==> src/rtl/alu_arb_pkg.sv <==
// Shared types and constants for the two-requester ALU arbiter.
// State encoding, default widths and requester IDs live here.
package alu_arb_pkg;

    localparam int unsigned DEF_DATA_W = 8;
    localparam int unsigned DEF_OP_W   = 4;

    typedef enum logic [1:0] {
        ST_IDLE = 2'd0,
        ST_EXEC = 2'd1,
        ST_RESP = 2'd2
    } state_t;

    localparam logic REQ_PIPE = 1'b0;
    localparam logic REQ_AUX  = 1'b1;

    function automatic logic [1:0] id_to_onehot(input logic id);
        return id ? 2'b10 : 2'b01;
    endfunction

endpackage

==> src/rtl/alu_arbiter_rr_arb2.sv <==
// Combinational 2-way round-robin picker with optional ownership lock.
// i_prio names the requester that wins when both are valid.
module rr_arb2
    import alu_arb_pkg::*;
(
    input  logic [1:0] i_valid,
    input  logic       i_prio,
    input  logic       i_lock_en,
    input  logic       i_lock_owner,
    output logic [1:0] o_gnt
);

    // A held lock masks out the other requester entirely.
    always_comb begin
        o_gnt = 2'b00;
        if (i_lock_en) begin
            o_gnt = i_valid & id_to_onehot(i_lock_owner);
        end else if (&i_valid) begin
            o_gnt = id_to_onehot(i_prio);
        end else begin
            o_gnt = i_valid;
        end
    end

endmodule

==> src/rtl/alu_arbiter.sv <==
// Shares one ALU and its N/Z flag registers between pipeline and aux requesters.
// Optional ownership lock enabled by defining ALU_ARB_LOCK_EN.
module alu_arbiter
    import alu_arb_pkg::*;
#(
    parameter int unsigned DATA_W = DEF_DATA_W,
    parameter int unsigned OP_W   = DEF_OP_W
) (
    input  logic              clk,
    input  logic              rst,
    input  logic [1:0]        req_valid,
    output logic [1:0]        req_ready,
    input  logic [OP_W-1:0]   req_op0,
    input  logic [OP_W-1:0]   req_op1,
    input  logic [DATA_W-1:0] req_a0,
    input  logic [DATA_W-1:0] req_a1,
    input  logic [DATA_W-1:0] req_b0,
    input  logic [DATA_W-1:0] req_b1,
    input  logic [1:0]        req_fwe,
`ifdef ALU_ARB_LOCK_EN
    input  logic [1:0]        req_lock,
`endif
    output logic [DATA_W-1:0] alu_a,
    output logic [DATA_W-1:0] alu_b,
    output logic [OP_W-1:0]   alu_op,
    input  logic [DATA_W-1:0] alu_res,
    input  logic              alu_n,
    input  logic              alu_z,
    output logic              nfcr,
    output logic              zfcr,
    output logic              rsp_valid,
    input  logic              rsp_ready,
    output logic              rsp_id,
    output logic [DATA_W-1:0] rsp_data,
    output logic              rsp_n,
    output logic              rsp_z
);

    state_t              r_state;
    state_t              w_state_nxt;
    logic                r_rr_ptr;
    logic [1:0]          w_gnt;
    logic [1:0]          w_ready;
    logic                w_accept;
    logic                w_rsp_hs;
    logic                w_gnt_id;
    logic                w_lock_en;
    logic                w_lock_owner;

    logic [DATA_W-1:0]   r_a;
    logic [DATA_W-1:0]   r_b;
    logic [OP_W-1:0]     r_op;
    logic                r_id;
    logic                r_fcr;
    logic                r_rsp_valid;
    logic [DATA_W-1:0]   r_rsp_data;
    logic                r_rsp_n;
    logic                r_rsp_z;

    rr_arb2 u_rr_arb2 (
        .i_valid      (req_valid),
        .i_prio       (r_rr_ptr),
        .i_lock_en    (w_lock_en),
        .i_lock_owner (w_lock_owner),
        .o_gnt        (w_gnt)
    );

    assign w_gnt_id = w_gnt[REQ_AUX];
    assign w_accept = |w_ready;

`ifdef ALU_ARB_LOCK_EN
    logic r_lock_en;
    logic r_lock_owner;

    // Lock state is refreshed on every grant from the winner's lock bit.
    always_ff @(posedge clk or negedge rst) begin
        if (!rst) begin
            r_lock_en    <= 1'b0;
            r_lock_owner <= REQ_PIPE;
        end else if (w_accept) begin
            r_lock_en    <= req_lock[w_gnt_id];
            r_lock_owner <= w_gnt_id;
        end
    end

    assign w_lock_en    = r_lock_en;
    assign w_lock_owner = r_lock_owner;
`else
    assign w_lock_en    = 1'b0;
    assign w_lock_owner = REQ_PIPE;
`endif

    always_ff @(posedge clk or negedge rst) begin
        if (!rst) begin
            r_state <= ST_IDLE;
        end else begin
            r_state <= w_state_nxt;
        end
    end

    always_comb begin
        w_state_nxt = r_state;
        case (r_state)
            ST_IDLE: if (w_accept) w_state_nxt = ST_EXEC;
            ST_EXEC: w_state_nxt = ST_RESP;
            ST_RESP: if (w_rsp_hs) w_state_nxt = ST_IDLE;
            default: w_state_nxt = ST_IDLE;
        endcase
    end

    // Ready is gated by reset so nothing is offered while the block is held.
    always_comb begin
        w_ready  = 2'b00;
        w_rsp_hs = r_rsp_valid & rsp_ready;
        if ((r_state == ST_IDLE) && rst) begin
            w_ready = w_gnt;
        end
    end

    always_ff @(posedge clk or negedge rst) begin
        if (!rst) begin
            r_rr_ptr    <= REQ_PIPE;
            r_a         <= '0;
            r_b         <= '0;
            r_op        <= '0;
            r_id        <= REQ_PIPE;
            r_fcr       <= 1'b0;
            r_rsp_valid <= 1'b0;
            r_rsp_data  <= '0;
            r_rsp_n     <= 1'b0;
            r_rsp_z     <= 1'b0;
        end else begin
            r_fcr <= 1'b0;
            if (w_accept) begin
                r_a      <= w_gnt_id ? req_a1  : req_a0;
                r_b      <= w_gnt_id ? req_b1  : req_b0;
                r_op     <= w_gnt_id ? req_op1 : req_op0;
                r_fcr    <= req_fwe[w_gnt_id];
                r_id     <= w_gnt_id;
                r_rr_ptr <= ~w_gnt_id;
            end
            if (r_state == ST_EXEC) begin
                r_rsp_data  <= alu_res;
                r_rsp_n     <= alu_n;
                r_rsp_z     <= alu_z;
                r_rsp_valid <= 1'b1;
            end else if (w_rsp_hs) begin
                r_rsp_valid <= 1'b0;
            end
        end
    end

    assign req_ready = w_ready;
    assign alu_a     = r_a;
    assign alu_b     = r_b;
    assign alu_op    = r_op;
    assign nfcr      = r_fcr;
    assign zfcr      = r_fcr;
    assign rsp_valid = r_rsp_valid;
    assign rsp_id    = r_id;
    assign rsp_data  = r_rsp_data;
    assign rsp_n     = r_rsp_n;
    assign rsp_z     = r_rsp_z;

endmodule

==> config.mk <==
export PLATFORM = sky130hd
export DESIGN_NAME = alu_arbiter
export DESIGN_NICKNAME = d
export VERILOG_FILES = /design/src/rtl/alu_arb_pkg.sv /design/src/rtl/alu_arbiter_rr_arb2.sv /design/src/rtl/alu_arbiter.sv
export SDC_FILE = /design/constraint.sdc
export NUM_CORES = 1
export LEC_CHECK = 0
export CORE_MARGIN = 5
export CORE_UTILIZATION = 35
export CTS_CLUSTER_SIZE = 40
export DETAILED_ROUTE_END_ITERATION = 10
export PLACE_DENSITY = 0.75
export SLEW_MARGIN = 20
export SYNTH_ARGS = -nofsm -noshare
export SYNTH_HDL_FRONTEND = slang
export SYNTH_SLANG_ARGS = --single-unit
==> constraint.sdc <==
create_clock -name clk -period 3.05 [get_ports clk]
set_input_delay 0.7625 -clock clk [delete_from_list [all_inputs] [get_ports clk]]
set_output_delay 0.7625 -clock clk [all_outputs]
set_load 0.05 [all_outputs]
After elaboration in Yosys (flattened, before gate mapping)

Index checks and enable logic that the tools add are counted.

Input port bits: 57
Output and inout bits: 36
Register bits: 36
Word-level logic and storage cells: 38

Order comparisons: 1
Bitwise operators: 2
Reduce and logical (&&, ||, !) cells: 6
Equality and inequality tests: 4
Mux-type cells: 14

Operators with widths:

| kind                                                                   | number |
|---|---|
| 8-bit 2-to-1 mux                                                       | 2 |
| 2-bit 2-to-1 mux                                                       | 5 |
| 2-bit one-hot mux with 3 select lines                                  | 1 |
| 1-bit 2-to-1 mux                                                       | 5 |
| 4-bit 2-to-1 mux                                                       | 1 |
| 2-bit != test (second input constant)                                  | 2 |
| 2-bit AND reduction                                                    | 2 |
| 2-bit by 1-bit equality test with 1-bit output (second input constant) | 1 |
| 2-bit equality test (second input constant)                            | 1 |
| 2-bit zero test                                                        | 1 |
| 1-bit by 2-bit < comparator with 1-bit output (second input constant)  | 1 |
| 2-bit nonzero test                                                     | 1 |
| 2-bit OR reduction                                                     | 1 |
| 1-bit bitwise AND                                                      | 1 |
| 1-bit logical AND                                                      | 1 |
| 1-bit NOT                                                              | 1 |

Logic depth before layout (Yosys ltp)

Gate-level depths: netlist of the first run.

Depth in word-level cells: 6
Gate-level depth with buffers: 5
Depth with buffers taken out: 3

Modules after synthesis

From an unflattened synthesis of the first run, not the netlist that was laid out.

Cells, all modules: 155
Area, all modules: 1742.9 um^2

Modules (own cells, without submodules):

| module      | sequential area each (um^2) | area an instance (um^2) | times used | cells an instance |
|---|---|---|---|---|
| alu_arbiter | 900.9                       | 1706.6                  | 1          | 150 |
| rr_arb2     | 0.0                         | 36.3                    | 1          | 5 |

Worst setup path after synthesis of the first run

OpenSTA, ideal clock, no wires.

Path kind: input to output
From: input rst
To: output req_ready[1]
Stages on the path: 2
Slack: 392 ps
Data required time: 2288 ps
Buffers on the path: 0
Data arrival time: 1895 ps
Path through: or3b_4 > nor3b_2

Word-level cells in the longest chain between the ends: 2

RTL lines:

| element           | RTL line           | text |
|---|---|---|
| from (decl)       | alu_arbiter.sv:10  | `input logic rst,` |
| 1-bit logical AND | alu_arbiter.sv:115 | `if ((r_state == ST_IDLE) && rst) begin` |
| 2-bit 2-to-1 mux  | alu_arbiter.sv:115 |  |
| to (decl)         | alu_arbiter.sv:12  | `output logic [1:0] req_ready,` |

Every way passes these cells.

Final worst setup path of the first run

From: input req_valid[0]
To: output req_ready[1]

Word-level cells in the longest chain between the ends: 3

RTL lines:

| element             | RTL line                  | text |
|---|---|---|
| from (decl)         | alu_arbiter.sv:11         | `input logic [1:0] req_valid,` |
| 2-bit AND reduction | alu_arbiter_rr_arb2.sv:18 | `end else if (&i_valid) begin` |
| 2-bit 2-to-1 mux    | alu_arbiter_rr_arb2.sv:18 |  |
| 2-bit 2-to-1 mux    | alu_arbiter.sv:115        |  |

Every way passes these cells.

==> results of run 1 <==
## placed cells by master, fill, tap and decap left out, types with 2 or more instances in the layout
master and n:
dfrtp_1 36, buf_4 8, nand2_1 53, inv_1 4, nor3_1 20, o21bai_1 2, a221o_1 20, clkdlybuf4s50_1 89
clkbuf_8 5, buf_12 2
## cells by family (layout without fill, tap and decap cells)
family | after synthesis | count (layout) | synth area share
and+or+nand+nor | 81 | 81 | 0.225
buffers and inverters | 18 | 111 | 0.0699
AOI/OAI and AO/OA | 25 | 25 | 0.145
DFF | 36 | 36 | 0.559
## cell type report
cell class	instances	area share
inverter	4	0.00565
timing repair buffer	100	0.375
clock inverter	1	0.00188
multi-input combinational	106	0.227
sequential	36	0.339
tap	52	0.0245
clock buffer	6	0.0273
## per-layer routing
| metal | global-route usage | vias to the layer above | share of wire | routed length [um] |
|---|---|---|---|---|
| li1 | - | 743 | - | - |
| met1 | 0.212 | 719 | 0.45 | 2150 |
| met2 | 0.246 | 55 | 0.47 | 2200 |
| met3 | 0.0324 | 7 | 0.058 | 276 |
| met4 | 0.0722 | 0 | 0.020 | 94 |
| met5 | 0 | - | 0 | 0 |
## state kept, by name (all words and copies together), names as in the netlist, 2 cells and up
signal and cells:
alu_a 8, alu_b 8, rsp_data 8, alu_op 4
r_state 2
## worst reg2reg max path, stage by stage (launching register included)
cell,delay [ns]
dfrtp_1,0.42
nor3b_1,0.34
and3_1,0.30
buf_4,0.30
a221o_1,0.21
## worst max-delay path by stage
stage,to,cells after the start
6_report,req_ready[1],4
3_5_place_dp,req_ready[1],4
3_3_place_gp,req_ready[1],4
5_1_grt,req_ready[1],4
2_1_floorplan,req_ready[1],2
4_1_cts,req_ready[1],4
## power groups by stage
stage	logic, W	clock network, W	registers [W]
after detailed placement	0.00170	0	0.000830
after global routing	0.00177	0.000347	0.000858
after CTS	0.00170	0.000325	0.000827
after global placement	0.00168	0	0.000829
final	0.00168	0.000315	0.000826
after floorplan	0.000388	0	0.00154
## stage by stage
step / hold slack, ns / std cells
global placement: 0.457 / 298
detailed placement: 0.461 / 298
floorplan: 0.467 / 160
global route: 0.330 / 305
finish: 0.318 / 305
CTS: 0.319 / 305
==> reports/qor.yml, run 1 <==
synth:
  synth_area_sq_um: 1610
  yosys.area.top_type: "dfrtp_1"
  yosysMostFrequentCell: "nand2_1"
  synth_common_cells: "nand2_1 (53), dfrtp_1 (36), a221o_1 (20), nor3_1 (20)"
  synth.area.top_cells: "dfrtp_1 (56%), a221o_1 (12%), nand2_1 (12%), nor3_1 (6.2%), buf_6 (3.5%)"
  syn_avg_cell_area_sq_um: 10.1
  synth_top_area_frac: 0.559
  ys.flop_type: "dfrtp_1"
  synth_edf_count: 0
  syn-num-nets: 217
  ys_types: 19
  async_reset_ff_frac: 1.00
  seq_area_frac_synth: 0.559
  ys_ff_latch: 36
  synth_cells: 160
  ys_warn_count: 0
setup_path:
  startpoint: "req_valid[0]"
  worstPathArrival_ns: 2.00
  critPathLaunchType: "input port"
  cp-end-kind: "output port"
  worstPathBufferInverterCount: 2
  cp_max_fo: 4
  rrSetupSlack_ns: 1.42
  crit_chain: "clkdlybuf4s50_1 -> nor2b_2 -> nor3b_2 -> buf_12"
  r2r_end: "alu_a[0]"
  slowest_stage: "clkdlybuf4s50_1"
  r2r_cells: 4
  timing.rr.start: "r_state[1]"
  critPathTopFamily: "buffers and inverters"
  cpPeakStageDelay_ns: 0.47
  path_class: "input port to output port"
  required_ns: 2.29
clock_tree:
  clock_latency_ns: 0.28
  clkTransAtPathRegs_ns: 0.07
  ctsResizeCount: 0
  cts-buffers-inserted: 5
  cts_hold_buf: 0
  post-cts-setup-buffers: 0
  clock_sink_count: 36
  clockBufferDepth: 2
  cts_tree: "built"
  clock-root-buffer: "clkbuf_8"
  htree_levels: 2
min_path:
  hold_path_class: "input port to asynchronous set/reset pin"
placed_design:
  placed_area_sq_um: 2580
  hpwl_mm: 3.47
  pre_cts_slack_ns: 0.307
  portBuffers: 92
  place_congestion: 0.728
drt:
  drtAntennaViolNets: 0
  vias: 1524
  routed_wl_mm: 4.72
  first_pass_iters: 4
  route.detailed.drc: 0
  first_iter_violations: 91
  vias_per_cell: 5.00
  wl_per_cell_um: 15.5
sta:
  rsz0062_at_grt: "no"
  drv_slew: 0
  finalHoldViolCount: 0
  setup_viol_count_final: 0
  setup_tns_ns: 0
  finClkSkew_ns: 0.00647
  period_needed_ns: 2.76
  slew_headroom: 0.554
  fin_ws_ns: 0.292
  period_share: 0.904
  max_freq_ghz: 0.363
  tightest_slew_ns: 0.668
power_and_ir_drop:
  internal-power_w: 0.00146
  power_frac_clock: 0.111
  power.density_nw_per_um2: 1060
  swShare: 0.482
  comb_power_share: 0.596
  seqPwrFrac: 0.293
  power.total_w: 0.00282
  power.switching_w: 0.00136
  ir_drop_mv: 0.474
  leakage_nw: 1.17
flow_run:
  cap_violations: 0
floorplan:
  ioPinCount: 93
  fp.dieArea_sq_um: 6060
  start_util: 0.365
  die_width_um: 77.8
  rows: 24
  die_h_um: 77.8
  coreArea_sq_um: 4410
run_status:
  outcome: "finished clean"
global_route:
  grt_pass1_wl_mm: 7.61
  grt_start_max_net_pins: 24
  grt_pass1_vias: 1501
  track_usage: 0.159
  overflow: 0
  antenna_found_initial: 0
layout:
  fill_cells: 372
  nets: 310
  design_area_sq_um: 2660
  syn_to_final_growth_pct: 65.0
  seq_area_sq_um: 901
  drive_above_1_share: 0.0830
  multi_input_area_sq_um: 603
  diodes: 0
  post-route-util: 0.602
Power figures use the tool's default switching activity.
==> run 2: changes to the inputs <==
--- a/config.mk
+++ b/config.mk
@@ -10,7 +10,6 @@
 export CTS_CLUSTER_SIZE = 40
 export DETAILED_ROUTE_END_ITERATION = 10
 export PLACE_DENSITY = 0.75
-export SLEW_MARGIN = 20
 export SYNTH_ARGS = -nofsm -noshare
 export SYNTH_HDL_FRONTEND = slang
 export SYNTH_SLANG_ARGS = --single-unit
==> results of run 2 <==
The final DEF is identical to that of run 1; final timing and power are the same.
==> run 3: changes to the inputs <==
--- a/config.mk
+++ b/config.mk
@@ -9,7 +9,8 @@
 export CORE_UTILIZATION = 35
 export CTS_CLUSTER_SIZE = 40
 export DETAILED_ROUTE_END_ITERATION = 10
-export PLACE_DENSITY = 0.75
+export DONT_BUFFER_PORTS = 1
+export PLACE_DENSITY = 0.49
 export SYNTH_ARGS = -nofsm -noshare
 export SYNTH_HDL_FRONTEND = slang
 export SYNTH_SLANG_ARGS = --single-unit
==> reports/qor.yml, run 3 (same netlist as run 1, synthesis figures left out) <==
run_status:
  outcome: "finished clean"
drt:
  vias_per_cell: 5.79
  route.detailed.drc: 0
  drtAntennaViolNets: 0
  wl_per_cell_um: 18.9
  routed_wl_mm: 3.99
  first_pass_iters: 4
  vias: 1221
  first_iter_violations: 38
sta:
  fin_ws_ns: 0.600
  period_needed_ns: 2.45
  max_freq_ghz: 0.408
  period_share: 0.803
  finClkSkew_ns: 0.00650
  drv_slew: 0
  setup_tns_ns: 0
  finalHoldViolCount: 0
  tightest_slew_ns: 0.886
  hold_slack_ns: 0.165
  rsz0062_at_grt: "no"
  setup_viol_count_final: 0
  slew_headroom: 0.410
placed_design:
  hpwl_mm: 2.89
  place_congestion: 0.700
  pre_cts_slack_ns: 0.604
  portBuffers: 0
clock_tree:
  post-cts-setup-buffers: 0
  clock-root-buffer: "clkbuf_8"
  cts_tree: "built"
  clkTransAtPathRegs_ns: 0.08
  htree_levels: 2
  clockBufferDepth: 2
  clock_latency_ns: 0.28
  clock_sink_count: 36
  ctsResizeCount: 0
  cts_hold_buf: 0
  cts-buffers-inserted: 5
setup_path:
  r2r_end: "alu_b[4]"
  path_class: "input port to output port"
  worstPathArrival_ns: 1.69
  required_ns: 2.29
  crit_chain: "or3b_4 -> nor3b_2 -> buf_4"
  critPathTopFamily: "simple AND/OR/NAND/NOR gates"
  cpPeakStageDelay_ns: 0.49
  rrSetupSlack_ns: 1.26
  critPathLaunchType: "input port"
  cp-end-kind: "output port"
  worstPathBufferInverterCount: 1
  cp_max_fo: 38
  r2r_cells: 4
  timing.rr.start: "r_state[1]"
  slowest_stage: "or3b_4"
floorplan:
  fp.dieArea_sq_um: 6060
  rows: 24
  coreArea_sq_um: 4410
  die_width_um: 77.8
  ioPinCount: 93
  die_h_um: 77.8
  start_util: 0.365
layout:
  post-route-util: 0.391
  nets: 215
  layout_commonest_cell: "nand2_1"
  final_cell_mix: "nand2_1 (53), dfrtp_1 (36), nor3_1 (20), a221o_1 (20)"
  syn_to_final_growth_pct: 7.23
  drive_above_1_share: 0.0943
  diodes: 0
global_route:
  grt_start_max_net_pins: 39
  overflow: 0
  grt_pass1_vias: 1260
  grt_pass1_wl_mm: 6.39
  antenna_found_initial: 0
  track_usage: 0.132
flow_run:
  cap_violations: 0
power_and_ir_drop:
  power.density_nw_per_um2: 1400
  leakage_nw: 0.802
  ir_drop_mv: 0.464
min_path:
  hold_path_class: "input port to asynchronous set/reset pin"
==> run 3: changes by cell type in the layout (fill, tap and decap cells not counted), sizes merged <==
cell           previous run  this run
clkinvlp                  0         1
clkbuf                    6         5
buf                      11         5
bufinv                    0         1
clkdlybuf4s50            89         0
==> run 3: per-layer routing <==
layer	share of wire	vias to the layer above	global-route usage	routed length, um
met5	0	-	0	0
li1	-	552	-	-
met1	0.36	591	0.146	1450
met2	0.51	70	0.216	2020
met3	0.11	8	0.0660	457
met4	0.015	0	0.0515	59
==> run 3: layout make-up <==
cell class	count	area, sq um
fill	432	2690
sequential	36	901
multi-input combinational	106	597
clock buffer	5	68.8
tap	52	65.1
clock inverter	3	42.5
timing repair buffer	5	37.5
inverter	4	15.0
==> run 3: worst reg2reg max path, cell delays in order (launching register included) <==
cell and delay [ns]:
dfrtp_1 0.43, nor3b_1 0.24, and3_1 0.57, buf_4 0.32
a221o_1 0.18
==> run 3: per-stage QoR <==
| stage | std cells | power (W) | cell area, sq um |
|---|---|---|---|
| floorplan | 160 | 0.00192 | 1610 |
| global placement | 203 | 0.00200 | 1620 |
| detailed placement | 203 | 0.00202 | 1620 |
| CTS | 211 | 0.00245 | 1730 |
| global route | 211 | 0.00253 | 1730 |
| finish | 211 | 0.00242 | 1730 |
==> run 3: where the power goes <==
group	switching [W]	internal [W]	leakage (nW)	total [W]
Clock	0.000174	0.000242	0.0541	0.000416
Combinational	0.000220	0.000196	0.302	0.000416
Sequential	0.000902	0.000683	0.446	0.00159
==> run 3: worst max path at each step <==
stage | endpoint | slack (ns) | startpoint | cells past startpoint
2_1_floorplan | req_ready[1] | 0.39 | rst | 2
3_3_place_gp | req_ready[1] | 0.61 | rst | 3
3_5_place_dp | req_ready[1] | 0.60 | rst | 3
4_1_cts | req_ready[1] | 0.59 | r_state[1] | 3
5_1_grt | req_ready[1] | 0.54 | r_state[1] | 3
6_report | req_ready[1] | 0.60 | rst | 3
